--- src/rtl/tdm_demux_pkg.sv ---
// Shared definitions for the TDM link: FSM state encodings and the default
// frame geometry, also used by the transmit-side mux.
package tdm_demux_pkg;

    typedef enum logic {
        HUNT   = 1'b0,
        LOCKED = 1'b1
    } tdm_state_e;

    localparam int DEFAULT_NUM_CH = 4;
    localparam int DEFAULT_WIDTH  = 8;

endpackage

--- src/rtl/tdm_demux_if.sv ---
// Link-side bus of the TDM demultiplexer: slot input plus per-channel
// outputs and status. The slave modport is the demux; master is the driver.
interface tdm_demux_if
    import tdm_demux_pkg::*;
#(
    parameter int NUM_CH = DEFAULT_NUM_CH,
    parameter int WIDTH  = DEFAULT_WIDTH
);
    logic [WIDTH-1:0]        in_data;
    logic                    in_valid;
    logic                    frame_sync;
    logic [NUM_CH*WIDTH-1:0] out_data;
    logic [NUM_CH-1:0]       out_strobe;
    logic                    frame_done;
    logic                    locked;
    logic                    sync_err;

    modport slave (
        input  in_data, in_valid, frame_sync,
        output out_data, out_strobe, frame_done, locked, sync_err
    );

    modport master (
        output in_data, in_valid, frame_sync,
        input  out_data, out_strobe, frame_done, locked, sync_err
    );
endinterface

--- src/rtl/tdm_demux_slot_counter.sv ---
// Slot counter for the TDM demux. Clear has priority over load-to-1, which
// has priority over increment. Wraps at NUM_CH-1 so any channel count works.
module tdm_demux_slot_counter
    import tdm_demux_pkg::*;
#(
    parameter int NUM_CH = DEFAULT_NUM_CH
) (
    input  logic                      clk,
    input  logic                      rst,
    input  logic                      en_i,
    input  logic                      load1_i,
    input  logic                      clr_i,
    output logic [$clog2(NUM_CH)-1:0] slot_o,
    output logic                      at_last_o
);
    localparam int CW = $clog2(NUM_CH);

    logic [CW-1:0] slot_q;

    // Slot register with clear / load-to-1 / wrapping increment.
    always_ff @(posedge clk or posedge rst) begin
        if (rst) begin
            slot_q <= '0;
        end else if (clr_i) begin
            slot_q <= '0;
        end else if (load1_i) begin
            slot_q <= CW'(1);
        end else if (en_i) begin
            slot_q <= at_last_o ? '0 : slot_q + CW'(1);
        end
    end

    assign at_last_o = (slot_q == CW'(NUM_CH - 1));
    assign slot_o    = slot_q;

endmodule

--- src/rtl/tdm_demux.sv ---
// TDM demultiplexer: routes rotating slots of a shared bus into registered
// per-channel outputs, aligned by a frame-sync marker on slot 0.
// Optional feature macro TDM_DEMUX_FRAME_LATCH_EN: slots collect in a shadow
// bank and all channels update together when the last slot arrives.
//
// state  | meaning
// HUNT   | unaligned; discard samples until one carries frame_sync
// LOCKED | aligned; each sample goes to the channel of the current slot
module tdm_demux
    import tdm_demux_pkg::*;
#(
    parameter int NUM_CH = DEFAULT_NUM_CH,
    parameter int WIDTH  = DEFAULT_WIDTH
) (
    input  logic        clk,
    input  logic        rst,
    tdm_demux_if.slave  bus
);
    localparam int CW = $clog2(NUM_CH);

    tdm_state_e              state_q, state_d;
    logic [CW-1:0]           slot;
    logic                    at_last;
    logic                    cnt_en, cnt_load1, cnt_clr;
    logic                    wr_en;
    logic [CW-1:0]           wr_slot;
    logic                    done_d, err_d;
    logic [NUM_CH*WIDTH-1:0] out_data_q;
    logic [NUM_CH-1:0]       out_strobe_q;
    logic                    frame_done_q, sync_err_q;

    tdm_demux_slot_counter #(.NUM_CH(NUM_CH)) u_slot_cnt (
        .clk       (clk),
        .rst       (rst),
        .en_i      (cnt_en),
        .load1_i   (cnt_load1),
        .clr_i     (cnt_clr),
        .slot_o    (slot),
        .at_last_o (at_last)
    );

    // State register.
    always_ff @(posedge clk or posedge rst) begin
        if (rst) state_q <= HUNT;
        else     state_q <= state_d;
    end

    // Next state, counter controls and slot write decisions for valid samples.
    always_comb begin
        state_d   = state_q;
        cnt_en    = 1'b0;
        cnt_load1 = 1'b0;
        cnt_clr   = 1'b0;
        wr_en     = 1'b0;
        wr_slot   = slot;
        done_d    = 1'b0;
        err_d     = 1'b0;
        if (bus.in_valid) begin
            case (state_q)
                HUNT: begin
                    if (bus.frame_sync) begin
                        wr_en     = 1'b1;
                        wr_slot   = '0;
                        cnt_load1 = 1'b1;
                        state_d   = LOCKED;
                    end
                end
                LOCKED: begin
                    if (bus.frame_sync) begin
                        // Sync always wins: realign to slot 0, flag if unexpected.
                        err_d     = (slot != '0);
                        wr_en     = 1'b1;
                        wr_slot   = '0;
                        cnt_load1 = 1'b1;
                    end else if (slot == '0) begin
                        err_d   = 1'b1;
                        cnt_clr = 1'b1;
                        state_d = HUNT;
                    end else begin
                        wr_en  = 1'b1;
                        cnt_en = 1'b1;
                        done_d = at_last;
                    end
                end
                default: state_d = HUNT;
            endcase
        end
    end

    // Frame-done and sync-error pulses, one cycle after the sample edge.
    always_ff @(posedge clk or posedge rst) begin
        if (rst) begin
            frame_done_q <= 1'b0;
            sync_err_q   <= 1'b0;
        end else begin
            frame_done_q <= done_d;
            sync_err_q   <= err_d;
        end
    end

`ifdef TDM_DEMUX_FRAME_LATCH_EN
    logic [NUM_CH*WIDTH-1:0] shadow_q;

    // Shadow bank collects slots; an alignment fault throws the partial frame away.
    always_ff @(posedge clk or posedge rst) begin
        if (rst) begin
            shadow_q <= '0;
        end else begin
            if (err_d) shadow_q <= '0;
            for (int k = 0; k < NUM_CH; k++) begin
                if (wr_en && wr_slot == CW'(k)) shadow_q[k*WIDTH +: WIDTH] <= bus.in_data;
            end
        end
    end

    // Whole frame lands on the outputs together with the last slot.
    always_ff @(posedge clk or posedge rst) begin
        if (rst) begin
            out_data_q   <= '0;
            out_strobe_q <= '0;
        end else begin
            out_strobe_q <= '0;
            if (wr_en && done_d) begin
                out_data_q   <= {bus.in_data, shadow_q[(NUM_CH-1)*WIDTH-1:0]};
                out_strobe_q <= '1;
            end
        end
    end
`else
    // Each accepted sample updates its own channel and pulses its strobe.
    always_ff @(posedge clk or posedge rst) begin
        if (rst) begin
            out_data_q   <= '0;
            out_strobe_q <= '0;
        end else begin
            out_strobe_q <= '0;
            for (int k = 0; k < NUM_CH; k++) begin
                if (wr_en && wr_slot == CW'(k)) begin
                    out_data_q[k*WIDTH +: WIDTH] <= bus.in_data;
                    out_strobe_q[k]              <= 1'b1;
                end
            end
        end
    end
`endif

    assign bus.out_data   = out_data_q;
    assign bus.out_strobe = out_strobe_q;
    assign bus.frame_done = frame_done_q;
    assign bus.sync_err   = sync_err_q;
    assign bus.locked     = (state_q == LOCKED);

endmodule

--- src/flat_wrapper.sv ---
// flat-port wrapper written by rule: the top's interface ports become plain ports
module tdm_demux_flat import tdm_demux_pkg::*;
#(
    parameter int NUM_CH = DEFAULT_NUM_CH,
    parameter int WIDTH  = DEFAULT_WIDTH
)
  (clk, rst, bus_in_data, bus_in_valid, bus_frame_sync, bus_out_data, bus_out_strobe, bus_frame_done, bus_locked, bus_sync_err);
  tdm_demux_if #(.NUM_CH(NUM_CH), .WIDTH(WIDTH)) bus_i ();
  input  logic clk;
  input  logic rst;
  input wire logic [$bits(bus_i.in_data)-1:0] bus_in_data;
  input wire logic [$bits(bus_i.in_valid)-1:0] bus_in_valid;
  input wire logic [$bits(bus_i.frame_sync)-1:0] bus_frame_sync;
  output wire logic [$bits(bus_i.out_data)-1:0] bus_out_data;
  output wire logic [$bits(bus_i.out_strobe)-1:0] bus_out_strobe;
  output wire logic [$bits(bus_i.frame_done)-1:0] bus_frame_done;
  output wire logic [$bits(bus_i.locked)-1:0] bus_locked;
  output wire logic [$bits(bus_i.sync_err)-1:0] bus_sync_err;
  assign bus_i.in_data = bus_in_data;
  assign bus_i.in_valid = bus_in_valid;
  assign bus_i.frame_sync = bus_frame_sync;
  assign bus_out_data = bus_i.out_data;
  assign bus_out_strobe = bus_i.out_strobe;
  assign bus_frame_done = bus_i.frame_done;
  assign bus_locked = bus_i.locked;
  assign bus_sync_err = bus_i.sync_err;
  tdm_demux #(.NUM_CH(NUM_CH), .WIDTH(WIDTH)) u_core (.clk(clk), .rst(rst), .bus(bus_i));
endmodule
--- config.mk ---
export PLATFORM = sky130hd
export DESIGN_NAME = tdm_demux_flat
export DESIGN_NICKNAME = d
export VERILOG_FILES = /design/src/rtl/tdm_demux_pkg.sv /design/src/rtl/tdm_demux_if.sv /design/src/rtl/tdm_demux_slot_counter.sv /design/src/rtl/tdm_demux.sv /design/src/flat_wrapper.sv
export SDC_FILE = /design/constraint.sdc
export NUM_CORES = 1
export LEC_CHECK = 0
export BUFFER_PORTS_ARGS = -buffer_cell sky130_fd_sc_hd__buf_2
export CELL_PAD_IN_SITES_DETAIL_PLACEMENT = 0
export CELL_PAD_IN_SITES_GLOBAL_PLACEMENT = 1
export CORE_MARGIN = 2
export CORE_UTILIZATION = 40
export CTS_BUF_LIST = sky130_fd_sc_hd__clkbuf_16
export DETAILED_ROUTE_END_ITERATION = 16
export PLACE_DENSITY_LB_ADDON = 0.1
export SYNTH_ARGS = -nofsm -noshare
export SYNTH_HDL_FRONTEND = slang
export SYNTH_SLANG_ARGS = --single-unit
--- constraint.sdc ---
create_clock -name clk -period 2.32 [get_ports clk]
set_input_delay 0.116 -clock clk [delete_from_list [all_inputs] [get_ports clk]]
set_output_delay 0.116 -clock clk [all_outputs]
set_load 0.01 [all_outputs]
==> impl_metrics.env <==
export IMPL_cts_root_buf="clkbuf_16"
export IMPL_core_area_mm2=0.00406
export IMPL_dieArea_mm2=0.00483
export IMPL_clk_pin_slew_ps=60
export IMPL_drt_iter0_drc=46
export IMPL_p_leak_nw=1.13
export IMPL_dpl_cell_area_mm2=0.00201
export IMPL_crit_required_ps=2470
export IMPL_slew_headroom_pct=50.1
export IMPL_startpoint_type="register"
export IMPL_finalMaxSlewViolations=0
export IMPL_grt_max_degree=21
export IMPL_synth_cell_types=26
export IMPL_holdPathStages=2
export IMPL_ys_seq_elements=41
export IMPL_dr_pass1_iters=4
export IMPL_ys_warn_count=0
export IMPL_syn_to_final_growth_pct=25.2
export IMPL_crit_type="reg2reg"
export IMPL_fmax_mhz=459
export IMPL_finalSetupTns_ps=0
export IMPL_die_w_um=69.5
export IMPL_ir_drop_mv=0.543
export IMPL_clock_latency_ps=280
export IMPL_final_core_util_pct=53.0
export IMPL_diodes=0
export IMPL_drc=0
export IMPL_hpwl_mm=2.39
export IMPL_worst_pin_slew_ps=747
export IMPL_busiest_layer="met2"
export IMPL_cts_sinks=41
export IMPL_postCtsResizedCells=0
export IMPL_finalCritPeriodShare_pct=93.9
export IMPL_hold_path_class="in2reg"
export IMPL_start_util_pct=42.3
export IMPL_cts_setup_buffers=0
export IMPL_outcome="complete, no violations"
export IMPL_syn_area_per_cell_um2=15.2
export IMPL_cts_tree="yes"
export IMPL_syn_cell_area_mm2=0.00172
export IMPL_drive_gt1_share_pct=56.5
export IMPL_fin_total_pwr_mw=2.88
export IMPL_final_area_mm2=0.00215
export IMPL_grt_util_met2_pct=22.3
export IMPL_drtAntennaViolNets=0
export IMPL_setup_viol=0
export IMPL_pin_count=51
export IMPL_ys_seq_area_share_pct=59.8
export IMPL_grt_overflow=0
export IMPL_grt_use_total_pct=15.1
export IMPL_skew_ps=6.82
export IMPL_period_needed_ps=2180
export IMPL_synthCells=113
export IMPL_first_global_vias=1149
export IMPL_cp_max_fo=9
export IMPL_synth_async_reset_ratio_pct=100
export IMPL_syn_num_nets=130
export IMPL_hold_ws_ps=110
export IMPL_critPathMaxStageDelay_ps=550
export IMPL_grt_pass1_wl_mm=5.63
export IMPL_routed_wirelength_mm=3.28
export IMPL_hold_viol_final=0
export IMPL_htreeDepth=2
export IMPL_cts_hold_buf=1
export IMPL_reg2regPathDepth=6
export IMPL_cts_buffers_inserted=5
export IMPL_cp_slowest_cell="or4_4"
export IMPL_num_vias=1052
export IMPL_drv_cap=0
export IMPL_grtUsageMet3_pct=5.67
export IMPL_cts_path_max_buffers=2
export IMPL_antenna_found_initial=0
export IMPL_nFillCells=343
export IMPL_synth_ff_type="dfrtp_1"
export IMPL_design_final_nets=187
export IMPL_rsz0062_at_grt="no"
export IMPL_worstPathArrival_ps=2330
export IMPL_crit_top_cell="ha_1"
export IMPL_wl_per_cell_um=14.9
export IMPL_gp_congestion=0.817
export IMPL_path_cells="inv_1 -> ha_1 -> ha_1 -> nand2b_1 -> or4_4 -> mux2_4"
export IMPL_die_h_um=69.5
export IMPL_port_buffers=50
export IMPL_viasPerCell=4.78
export IMPL_fp_row_count=23
export IMPL_synth_enable_flop_cells=0
export IMPL_power_density_mw_per_mm2=1340
export IMPL_met1_usage_pct=19.5
export IMPL_end_kind="register"
[per-stage QoR]
stage,instances,setup WS [ps]
finish,220,142
global route,220,60.4
CTS,220,148
detailed placement,212,152
global placement,212,230
floorplan,113,251
[synth_stat cells (2+ instances only)]
cell | instances | area, um2
dfrtp_1 | 41 | 1030
mux2_2 | 24 | 270
inv_1 | 8 | 30.0
mux2_4 | 8 | 120
ha_1 | 5 | 62.6
buf_6 | 4 | 45.0
nand2_1 | 3 | 11.3
nor3b_1 | 2 | 15.0
[cells by family (layout without fill, tap and decap cells)]
group | count (synthesis) | count (layout) | synth area share (%)
muxes | 32 | 32 | 22.7
buffers and inverters | 13 | 70 | 4.81
adders and majority gates | 5 | 5 | 3.64
AOI/OAI and AO/OA | 8 | 8 | 3.57
DFF | 41 | 41 | 59.8
and+or+nand+nor | 14 | 14 | 5.47
[final cells by class]
type	count	area [um2]	area share (%)
Multi-Input combinational cell	59	608	28.3
Timing Repair Buffer	55	290	13.5
Tap cell	50	62.6	2.91
Clock buffer	5	125	5.82
Sequential cell	41	1030	47.7
Inverter	8	30.0	1.40
Clock inverter	2	7.51	0.349
[placed cells by master, fill, tap and decap left out, types with 2 or more instances in the layout]
cell and n:
mux2_2 24, inv_1 9, mux2_4 8, ha_1 5, nand2_1 3, buf_4 4, dfrtp_1 41, clkbuf_16 5
buf_2 50, nor3b_1 2
[report_power, final]
part           switching (mW)  internal (mW)  total (mW)
logic                   0.497          0.558        1.05
clock network           0.241          0.384       0.625
registers               0.169           1.03        1.20
total                   0.907           1.97        2.88
[layer usage]
| layer | share of wire, % | vias up |
|---|---|---|
| li1 | - | 504 |
| met1 | 47 | 502 |
| met2 | 44 | 38 |
| met3 | 7.6 | 8 |
| met4 | 1.9 | 0 |
| met5 | 0 | - |
[registers in the layout, summed over array words and instances, names as in the netlist]
name and cells:
u_core.u_slot_cnt.slot_o 2, u_core.bus.frame_done 1, u_core.bus.sync_err 1, u_core.bus.out_strobe 4
u_core.bus.locked 1, u_core.bus.out_data 32
[path summary, 6_finish.rpt]
kind	startpoint	end	slack (ps)
max	u_core.u_slot_cnt.slot_o[1]$_DFFE_PP0P_	u_core.bus.out_data[17]$_DFFE_PP0P_	140
min	bus_in_data[3]	u_core.bus.out_data[19]$_DFFE_PP0P_	110
max reg2reg	u_core.u_slot_cnt.slot_o[1]$_DFFE_PP0P_	u_core.bus.out_data[17]$_DFFE_PP0P_	140
min reg2reg	u_core.bus.out_data[31]$_DFFE_PP0P_	u_core.bus.out_data[31]$_DFFE_PP0P_	500
max in group asynchronous	rst	u_core.bus.out_data[10]$_DFFE_PP0P_	1130
min in group asynchronous	rst	u_core.bus.locked$_DFFE_PP0P_	520
[critical path: cells and delay by family, from the launching register on]
family / cells / cell delay (ps)
mux: 1 / 340
simple gates: 2 / 750
flops: 1 / 450
buf+inv: 1 / 70
fa+ha+maj: 2 / 440
No activity file was read; power rests on OpenSTA's default activity.
